===== config.mk =====
export PLATFORM = sky130hd
export DESIGN_NAME = reg_file_reader_flat
export DESIGN_NICKNAME = d
export VERILOG_FILES = /design/src/rtl/reg_file_reader_if.sv /design/src/rtl/reg_file_reader.sv /design/src/flat_wrapper.sv
export SDC_FILE = /design/constraint.sdc
export NUM_CORES = 1
export LEC_CHECK = 0
export CORE_AREA = 2 2 426 428
export DETAILED_ROUTE_END_ITERATION = 10
export DIE_AREA = 0 0 428 430
export GPL_ROUTABILITY_DRIVEN = 1
export REMOVE_ABC_BUFFERS = 1
export SKIP_LAST_GASP = 1
export SYNTH_ARGS = -nofsm -noshare
export SYNTH_HDL_FRONTEND = slang
export SYNTH_SLANG_ARGS = --single-unit

===== constraint.sdc =====
create_clock -name clk -period 2.8 [get_ports clk]
set_input_delay 0.28 -clock clk [delete_from_list [all_inputs] [get_ports clk]]
set_output_delay 0.28 -clock clk [all_outputs]
set_load 0.05 [all_outputs]

===== src/rtl/reg_file_reader_if.sv =====
// -----------------------------------------------------------------------------
// reg_file_reader_if
//   Request/response bundle for reg_file_reader.
//
//   Request channel (master -> slave, valid/ready):
//     req_valid  burst read request present
//     req_ready  slave accepts a request
//     req_addr   start register address (5 bits)
//     req_len    burst length minus one (0 = 1 word, 31 = 32 words)
//
//   Response channel (slave -> master, valid/ready):
//     rsp_valid  rsp_data/rsp_addr/rsp_last valid
//     rsp_ready  master accepts the current word
//     rsp_data   read register value (WD bits)
//     rsp_addr   address of the word on rsp_data
//     rsp_last   current word is the final word of the burst
//
//   Modports: master = requester/consumer, slave = reg_file_reader.
// -----------------------------------------------------------------------------
interface reg_file_reader_if #(
   parameter int WD = 32
);
   logic          req_valid;
   logic          req_ready;
   logic [4:0]    req_addr;
   logic [4:0]    req_len;
   logic          rsp_valid;
   logic          rsp_ready;
   logic [WD-1:0] rsp_data;
   logic [4:0]    rsp_addr;
   logic          rsp_last;

   modport master (
      output req_valid, req_addr, req_len, rsp_ready,
      input  req_ready, rsp_valid, rsp_data, rsp_addr, rsp_last
   );

   modport slave (
      input  req_valid, req_addr, req_len, rsp_ready,
      output req_ready, rsp_valid, rsp_data, rsp_addr, rsp_last
   );
endinterface


===== src/rtl/reg_file_reader.sv =====
// -----------------------------------------------------------------------------
// reg_file_reader
//   Burst reader over a flattened 32-entry register file. A request gives a
//   start address and a length; the block then streams one register per
//   accepted response beat, incrementing the address modulo 32, and flags
//   the final word with rsp_last.
//
// Ports:
//   clk     single clock, all state on the rising edge
//   reset   asynchronous, active-low reset
//   regs_i  flattened register contents, register i at [i*WD +: WD]
//   bus     reg_file_reader_if.slave (request and response channels)
//   busy    burst in progress
//
// Parameters:
//   WD      register width in bits (default 32)
//   NREG    number of registers, fixed at 32 (5-bit address)
//
// Build option:
//   REG0_ZERO_EN  when defined, any word read from address 0 returns zero
//                 regardless of regs_i; when undefined, address 0 is an
//                 ordinary register.
// -----------------------------------------------------------------------------
module reg_file_reader #(
   parameter int WD   = 32,
   parameter int NREG = 32
) (
   input  logic                 clk,
   input  logic                 reset,
   input  logic [NREG*WD-1:0]   regs_i,
   reg_file_reader_if.slave     bus,
   output logic                 busy
);

   typedef enum logic [1:0] {
      IDLE = 2'b00,
      SEND = 2'b01
   } state_t;

   state_t        state_q, state_d;
   logic [4:0]    addr_q,  addr_d;
   logic [4:0]    cnt_q,   cnt_d;
   logic [WD-1:0] data_q,  data_d;
   logic          last_q,  last_d;

   logic [4:0]    rd_idx;
   logic [WD-1:0] rd_word;

   // Read port address: the request address when a burst may start, the next
   // sequential address (wrapping naturally in 5 bits) while streaming.
   always_comb begin
      rd_idx = bus.req_addr;
      if (state_q == SEND) begin
         rd_idx = addr_q + 5'd1;
      end
   end

`ifdef REG0_ZERO_EN
   assign rd_word = (rd_idx == 5'd0) ? '0 : regs_i[rd_idx*WD +: WD];
`else
   assign rd_word = regs_i[rd_idx*WD +: WD];
`endif

   always_ff @(posedge clk or negedge reset) begin
      if (!reset) begin
         state_q <= IDLE;
      end else begin
         state_q <= state_d;
      end
   end

   always_ff @(posedge clk or negedge reset) begin
      if (!reset) begin
         addr_q <= '0;
         cnt_q  <= '0;
         data_q <= '0;
         last_q <= 1'b0;
      end else begin
         addr_q <= addr_d;
         cnt_q  <= cnt_d;
         data_q <= data_d;
         last_q <= last_d;
      end
   end

   always_comb begin
      state_d       = state_q;
      addr_d        = addr_q;
      cnt_d         = cnt_q;
      data_d        = data_q;
      last_d        = last_q;
      bus.req_ready = 1'b0;
      bus.rsp_valid = 1'b0;
      busy          = 1'b0;

      case (state_q)
         IDLE: begin
            bus.req_ready = 1'b1;
            if (bus.req_valid) begin
               addr_d  = bus.req_addr;
               data_d  = rd_word;
               cnt_d   = bus.req_len;
               last_d  = (bus.req_len == 5'd0);
               state_d = SEND;
            end
         end

         SEND: begin
            bus.rsp_valid = 1'b1;
            busy          = 1'b1;
            // Without a handshake the held word is left untouched, so
            // changes on regs_i cannot disturb a stalled beat.
            if (bus.rsp_ready) begin
               if (last_q) begin
                  last_d  = 1'b0;
                  state_d = IDLE;
               end else begin
                  addr_d = addr_q + 5'd1;
                  data_d = rd_word;
                  cnt_d  = cnt_q - 5'd1;
                  last_d = (cnt_q == 5'd1);
               end
            end
         end

         default: begin
            state_d = IDLE;
            last_d  = 1'b0;
         end
      endcase
   end

   assign bus.rsp_addr = addr_q;
   assign bus.rsp_data = data_q;
   assign bus.rsp_last = last_q;

endmodule


===== src/flat_wrapper.sv =====
// flat-port wrapper written by rule: the top's interface ports become plain ports
module reg_file_reader_flat 
#(
   parameter int WD   = 32,
   parameter int NREG = 32
)
  (clk, reset, regs_i, busy, bus_req_valid, bus_req_addr, bus_req_len, bus_rsp_ready, bus_req_ready, bus_rsp_valid, bus_rsp_data, bus_rsp_addr, bus_rsp_last);
  reg_file_reader_if #(.WD(WD)) bus_i ();
  input  logic clk;
  input  logic reset;
  input  logic [NREG*WD-1:0] regs_i;
  output logic busy;
  input wire logic [$bits(bus_i.req_valid)-1:0] bus_req_valid;
  input wire logic [$bits(bus_i.req_addr)-1:0] bus_req_addr;
  input wire logic [$bits(bus_i.req_len)-1:0] bus_req_len;
  input wire logic [$bits(bus_i.rsp_ready)-1:0] bus_rsp_ready;
  output wire logic [$bits(bus_i.req_ready)-1:0] bus_req_ready;
  output wire logic [$bits(bus_i.rsp_valid)-1:0] bus_rsp_valid;
  output wire logic [$bits(bus_i.rsp_data)-1:0] bus_rsp_data;
  output wire logic [$bits(bus_i.rsp_addr)-1:0] bus_rsp_addr;
  output wire logic [$bits(bus_i.rsp_last)-1:0] bus_rsp_last;
  assign bus_i.req_valid = bus_req_valid;
  assign bus_i.req_addr = bus_req_addr;
  assign bus_i.req_len = bus_req_len;
  assign bus_i.rsp_ready = bus_rsp_ready;
  assign bus_req_ready = bus_i.req_ready;
  assign bus_rsp_valid = bus_i.rsp_valid;
  assign bus_rsp_data = bus_i.rsp_data;
  assign bus_rsp_addr = bus_i.rsp_addr;
  assign bus_rsp_last = bus_i.rsp_last;
  reg_file_reader #(.WD(WD), .NREG(NREG)) u_core (.clk(clk), .reset(reset), .regs_i(regs_i), .bus(bus_i), .busy(busy));
endmodule

==> results of run 1 <==
## worst register-to-register path: cells and delay by family, from the launching register on
kind / cells / cell delay [ns]
AOI/OAI and AO/OA: 4 / 1.49
buffers and inverters: 3 / 0.68
DFF: 1 / 0.54
and+or+nand+nor: 1 / 0.09
## worst min-delay path by stage
stage,start,end,slack (ns)
floorplan,reset,u_core.bus.rsp_addr[0],-0.02
global placement,reset,u_core.bus.rsp_data[25],0.48
detailed placement,reset,u_core.bus.rsp_data[25],0.49
CTS,reset,u_core.bus.rsp_data[25],0.06
global route,reset,u_core.bus.rsp_data[25],0.09
finish,reset,u_core.bus.rsp_data[25],0.04
## per-layer routing
| metal | wire (um) | global-route usage [%] |
|---|---|---|
| met4 | 4440 | 4.48 |
| met1 | 67800 | 21.4 |
| met2 | 76200 | 26.8 |
| met3 | 16400 | 5.12 |
| met5 | 517 | 0 |
## layout by cell type, fill, tap and decap left out, types with 7 or more instances in the layout
| cell type | Yosys | final |
|---|---|---|
| a2111oi_2 | 12 | 17 |
| dfrtp_1 | 44 | 42 |
| mux2_2 | 31 | 20 |
| mux2i_4 | 0 | 11 |
| nand3_1 | 10 | 10 |
| clkdlybuf4s50_1 | 0 | 1069 |
| and3_1 | 46 | 43 |
| mux2i_1 | 191 | 175 |
| buf_16 | 0 | 8 |
| o41ai_1 | 14 | 14 |
| nand4_1 | 15 | 15 |
| a311oi_1 | 76 | 68 |
| buf_4 | 16 | 196 |
| nor2b_1 | 67 | 66 |
| o211a_1 | 11 | 11 |
| a22oi_1 | 17 | 16 |
| inv_1 | 60 | 59 |
| o21ai_0 | 124 | 106 |
| and2_0 | 32 | 27 |
| clkbuf_16 | 0 | 17 |
| o22ai_1 | 20 | 20 |
| mux4_2 | 70 | 70 |
| buf_12 | 0 | 49 |
| diode_2 | 0 | 42 |
| a221oi_1 | 18 | 16 |
| o21ai_1 | 0 | 17 |
| o211ai_1 | 47 | 47 |
| nor2_1 | 85 | 82 |
| o31ai_1 | 47 | 46 |
| nand2_1 | 224 | 222 |
| a2111oi_4 | 0 | 21 |
| mux2_4 | 1 | 11 |
| a21oi_1 | 143 | 141 |
| buf_6 | 10 | 16 |
| a2111oi_1 | 0 | 7 |
| a211oi_1 | 56 | 50 |
| nor3_1 | 85 | 83 |
## power by group through the flow
| stage | clock [uW] | combinational (uW) | sequential [uW] |
|---|---|---|---|
| 6_report | 831 | 42400 | 1340 |
| 3_5_place_dp | 0 | 36800 | 1330 |
| 3_3_place_gp | 0 | 36600 | 1330 |
| 2_1_floorplan | 0 | 12200 | 2510 |
| 5_1_grt | 863 | 44700 | 1370 |
| 4_1_cts | 871 | 38800 | 1330 |
## registers in the layout, summed over array words and instances (netlist names)
name,cells
u_core.bus.rsp_data,32
u_core.cnt_q,5
u_core.bus.rsp_addr,5
u_core.bus.rsp_last,1
u_core.state_q,1
## metrics by stage
| stage | setup TNS, ns | worst slack (ns) | utilization, % | cells | hold WS, ns |
|---|---|---|---|---|---|
| detailed placement | -4.24 | -0.617 | 16.0 | 5314 | 0.486 |
| finish | -0.0737 | -0.0538 | 17.0 | 5404 | 0.0414 |
| global placement | -3.66 | -0.542 | 16.0 | 5314 | 0.479 |
| floorplan | -382.97 | -10.31 | - | 1627 | -0.0156 |
| global route | -0.203 | -0.0560 | 17.0 | 5377 | 0.0907 |
| CTS | -0.543 | -0.0981 | 16.3 | 5334 | 0.0640 |
## what timing repair did
action / 4_1_cts / 5_1_grt
gates resized for setup: 72 / 137
setup buffers: 9 / 20
endpoints found under the hold margin: 0 / 0
pin swaps: 2 / 45
cloned: 3 / 12
setup endpoints to repair: 33 / 32
## cells by family after synthesis
| family | Yosys count | synth area share (%) |
|---|---|---|
| multiplexers | 294 | 28.8 |
| AND/OR/NAND/NOR | 579 | 20.4 |
| adder cells (fa/ha/maj) | 3 | 0.279 |
| XOR/XNOR | 2 | 0.130 |
| buffers and inverters | 276 | 9.10 |
| flip-flops | 44 | 8.19 |
| AO/OA/AOI/OAI | 644 | 33.2 |
## layout make-up
| class | count | area (um2) | share of cell area [%] |
|---|---|---|---|
| repair buffers | 1357 | 14000 | 45.7 |
| well taps | 2370 | 2970 | 9.70 |
| clock inverters | 3 | 18.8 | 0.0614 |
| clock buffers | 5 | 125 | 0.409 |
| flip-flops and latches | 44 | 1110 | 3.63 |
| inverters | 61 | 229 | 0.749 |
| multi-input cells | 1522 | 12000 | 39.4 |
| diodes | 42 | 105 | 0.344 |
==> results.cfg, run 1 <==
[status]
status = complete, but fails checks
violations = negative setup slack

[drt]
vias_per_cell = 4.08
drcViolationCount = 0
vias = 22000
first_iter_violations = 2210
routed_wl_um = 165000
ant_nets = 0
dr.pass1.iters = 5
wire_per_inst_um = 30.6

[power]
p_switching_uw = 24600
power.share.clock_pct = 1.9
leakage_uw = 0.0110
combPwrFrac_pct = 95.1
switching_share_pct = 55.2
power_frac_seq_pct = 3.0
cellPowerDensity_nw_per_um2 = 1460
vdd_ir_drop_max_mv = 1.00
internal_power_uw = 20000
total_power_uw = 44600

[floorplan]
die-area_um2 = 184000
pin_count = 1079
die_h_um = 430
initial_utilization_pct = 7.48
die_w_um = 428
fp-row-count = 156
core_um2 = 180000

[clock_tree]
clk_pin_slew_worst_paths_ns = 0.12
clk_path_buf_depth = 2
cts_tree = built
cts_buffers = 5
root_buffer = clkbuf_16
clock_latency_ns = 0.38
holdBufCountCts = 0
cts_max_level = 2
clkSinkCount = 44

[sta]
final_period_minus_worst_setup_slack_ns = 2.85
fin_skew_ns = 0.0267
rsz0062_at_grt = yes
hold_viol = 0
worstMarginPinSlew_ns = 0.999
setup_viol = 2
fin_ws_ns = -0.0538
slew_viol_final = 0
timing.fmax_mhz = 350
post-route-period-util_pct = 102
maxSlewHeadroom_pct = 33.4

[logic_synthesis]
synth_commonest_cells = 224 x nand2_1, 191 x mux2i_1, 143 x a21oi_1, 133 x clkbuf_1, 124 x o21ai_0
yosys_register_bits = 44
yosys.area.top_type = mux2i_1
yosys.cell_count.top_type = nand2_1
yosys.area.top_type_share_pct = 14.2
netlist_instances = 1842
syn_area_um2 = 13400
ys_top_cells_by_area = mux2i_1 14%, mux4_2 12%, dfrtp_1 8.2%
yosysSeqAreaShare_pct = 8.19
async_flop_share_pct = 100
ys_warn_count = 0
synth_area_per_cell_um2 = 7.30
synth_cell_types = 53
synth_edf_count = 0
synth_ff_type = dfrtp_1

[cells_and_area]
postLayoutCellArea_um2 = 30600
fillers = 20300
syn_to_final_growth_pct = 127
final_nets = 4032
drive_gt1_share_pct = 16.6

[global_route]
grt_pass1_vias = 21100
grt_pass1_wl_um = 206000
grt_antenna_before_repair = 137
grt_max_degree = 118
gr-total-overflow = 0
grt_usage_pct = 16.6

[place]
place_area_um2 = 28700
portBuffers = 1078
hpwl_um = 138000
gp_congestion = 0.926

[setup_path]
cp_max_fo = 40
crit_path_start = u_core.state_q[0]
cpMostUsedCell = buf_4
r2r_start = u_core.state_q[0]
r2r_slack_ns = -0.05
crit_path_end = u_core.bus.rsp_data[0]
cp.depth = 8
arrival_ns = 3.15
critPathRequiredTime_ns = 3.10
crit_family = compound AO/OA/AOI/OAI gates
cp_cell_sequence = buf_4, o31ai_2, o21ai_0, a211oi_2, buf_4, o21ai_0, buf_4, nand4_1
cp-start-kind = flop
cp_slowest_cell = o31ai_2
critical_path_buf_inv_count = 3
path_class = reg2reg
crit_path_end_kind = flop
rr_worst_depth = 8
worst_r2r_endpoint = u_core.bus.rsp_data[0]
slowest_delay_ns = 0.71

[run]
cap_viol_max_count = 0

[worst_hold_path]
min-delay-path-class = in2async
(Power assumes the default switching activity.)
==> run 2, diff against run 1 <==
--- a/config.mk
+++ b/config.mk
@@ -9,6 +9,7 @@
 export DETAILED_ROUTE_END_ITERATION = 10
 export DIE_AREA = 0 0 428 430
 export GPL_ROUTABILITY_DRIVEN = 1
+export MAX_ROUTING_LAYER = met4
 export REMOVE_ABC_BUFFERS = 1
 export SKIP_LAST_GASP = 1
 export SYNTH_ARGS = -nofsm -noshare
==> results.cfg, run 2 (synthesis results as in run 1) <==
[global_route]
grt_max_degree = 118
grt_pass1_wl_um = 208000
gr-total-overflow = 0
grt_pass1_vias = 21200
grt_usage_pct = 17.3
grt_antenna_before_repair = 122

[drt]
dr.pass1.iters = 5
vias_per_cell = 3.97
first_iter_violations = 1846
drcViolationCount = 0
wire_per_inst_um = 29.9
routed_wl_um = 162000
vias = 21500
ant_nets = 0

[sta]
post-route-period-util_pct = 98.6
rsz0062_at_grt = yes
setup_tns_ns = 0
slew_viol_final = 0
hold_viol = 0
setup_viol = 0
fin_skew_ns = 0.0275
final_period_minus_worst_setup_slack_ns = 2.76
worstMarginPinSlew_ns = 0.810
fin_ws_ns = 0.0397
timing.fmax_mhz = 362
maxSlewHeadroom_pct = 46.0

[floorplan]
fp-row-count = 156
die-area_um2 = 184000
core_um2 = 180000
initial_utilization_pct = 7.48
die_w_um = 428
pin_count = 1079
die_h_um = 430

[power]
switching_share_pct = 55.7
power_frac_seq_pct = 3.3
combPwrFrac_pct = 94.9
p_switching_uw = 23200
leakage_uw = 0.0108
power.share.clock_pct = 1.8
vdd_ir_drop_max_mv = 0.744
internal_power_uw = 18500
cellPowerDensity_nw_per_um2 = 1390

[worst_hold_path]
hold_path_depth = 2
hold_end = u_core.bus.rsp_data[2]
min-delay-path-class = reg2reg
hp-start = u_core.bus.rsp_data[2]

[setup_path]
r2r_start = u_core.bus.rsp_addr[0]
cp_max_fo = 9
worst_r2r_endpoint = u_core.bus.rsp_data[15]
cp_cell_sequence = ha_4, mux2_8, buf_12, buf_12, mux2i_4, mux2i_4, buf_4, mux2_2, a2111oi_4, a311oi_1
cp_slowest_cell = dfrtp_4
critical_path_buf_inv_count = 3
rr_worst_depth = 10
cp-start-kind = flop
crit_path_end_kind = flop
path_class = reg2reg
slowest_delay_ns = 0.51
arrival_ns = 3.01
r2r_slack_ns = 0.04
critPathRequiredTime_ns = 3.05
crit_family = multiplexers

[clock_tree]
clk_pin_slew_worst_paths_ns = 0.11
clk_path_buf_depth = 2
clkSinkCount = 44
cts_max_level = 2
cts_buffers = 5
root_buffer = clkbuf_16
cts_tree = built
clock_latency_ns = 0.36

[place]
portBuffers = 1078
gp_congestion = 0.946
hpwl_um = 140000
pre_cts_ws_ns = -0.857
dpl.cell_count = 5327

[run]
cap_viol_max_count = 0

[status]
status = finished clean

[cells_and_area]
final_util_pct = 16.7
layout_commonest_cell = clkdlybuf4s50_1
syn_to_final_growth_pct = 123
drive_gt1_share_pct = 15.7
final_cells = 5415
largest_reg_flops = 32
mostFrequentLayoutCells = 1070 x clkdlybuf4s50_1, 221 x nand2_1, 204 x buf_4
final_nets = 4021
## run 2: cell types whose count changed in the layout (fill, tap and decap cells not counted), moves of 5 or more
cell | previous run | this run
diode_2 | 42 | 64
buf_6 | 16 | 11
o21ai_0 | 106 | 112
buf_16 | 8 | 2
o21ai_1 | 17 | 9
buf_4 | 196 | 204
clkbuf_16 | 17 | 6
## run 2: timing repair
item,4_1_cts,5_1_grt
pin swaps,3,21
endpoints found under the setup margin,29,28
gates cloned,2,1
hold endpoints to repair,12,0
buffers inserted,11,4
resized for setup,49,96
hold buffers,1,0
## run 2: power by group through the flow
stage	Sequential (uW)	Combinational [uW]	Clock, uW
global route	1390	42200	810
detailed placement	1350	37200	0
floorplan	2510	12200	0
CTS	1340	38600	823
finish	1360	39600	767
global placement	1340	37000	0
## run 2: metrics by stage
stage	power, uW	instance area (um2)	hold slack [ns]
6_report	41700	30000	0.553
4_1_cts	40700	29400	0.553
3_3_place_gp	38400	28900	0.408
5_1_grt	44400	30000	0.586
2_1_floorplan	14700	12400	-0.0156
3_5_place_dp	38500	28900	0.404
## run 2: cell type report
class / instances / area [um2]
inverter: 61 / 229
clock buffer: 7 / 133
clock inverter: 1 / 5.00
multi-input combinational: 1523 / 11900
antenna: 64 / 160
timing repair buffer: 1345 / 13600
tap: 2370 / 2970
sequential: 44 / 1110
fill: 20200 / 150000
## run 2: how the worst max path moves through the flow
stage          slack, ns                       to                    from  cells past startpoint
2_1_floorplan     -10.31  u_core.bus.rsp_data[10]       u_core.state_q[0]                      6
3_3_place_gp       -0.85   u_core.bus.rsp_data[0]         bus_req_addr[1]                     10
3_5_place_dp       -0.86   u_core.bus.rsp_data[0]         bus_req_addr[1]                     10
4_1_cts            -0.17   u_core.bus.rsp_data[1]  u_core.bus.rsp_addr[0]                      9
5_1_grt            -0.07   u_core.bus.rsp_data[7]  u_core.bus.rsp_addr[0]                     11
6_report            0.04  u_core.bus.rsp_data[15]  u_core.bus.rsp_addr[0]                     10
## run 2: worst reg2reg max path, stage by stage (launching register included)
cell	delay, ns
dfrtp_4	0.51
ha_4	0.26
mux2_8	0.38
buf_12	0.20
buf_12	0.15
mux2i_4	0.19
mux2i_4	0.15
buf_4	0.17
mux2_2	0.28
a2111oi_4	0.29
a311oi_1	0.07
## run 2: per-layer routing
| layer | vias up | global-route usage [%] | wire length (um) | share of wire [%] |
|---|---|---|---|---|
| met5 | - | - | 0 | 0 |
| met4 | 0 | 3.64 | 3220 | 2.0 |
| met3 | 169 | 3.77 | 13400 | 8.3 |
| met2 | 1195 | 27.3 | 75300 | 47 |
| met1 | 10700 | 22.4 | 69800 | 43 |
| li1 | 9476 | - | - | - |
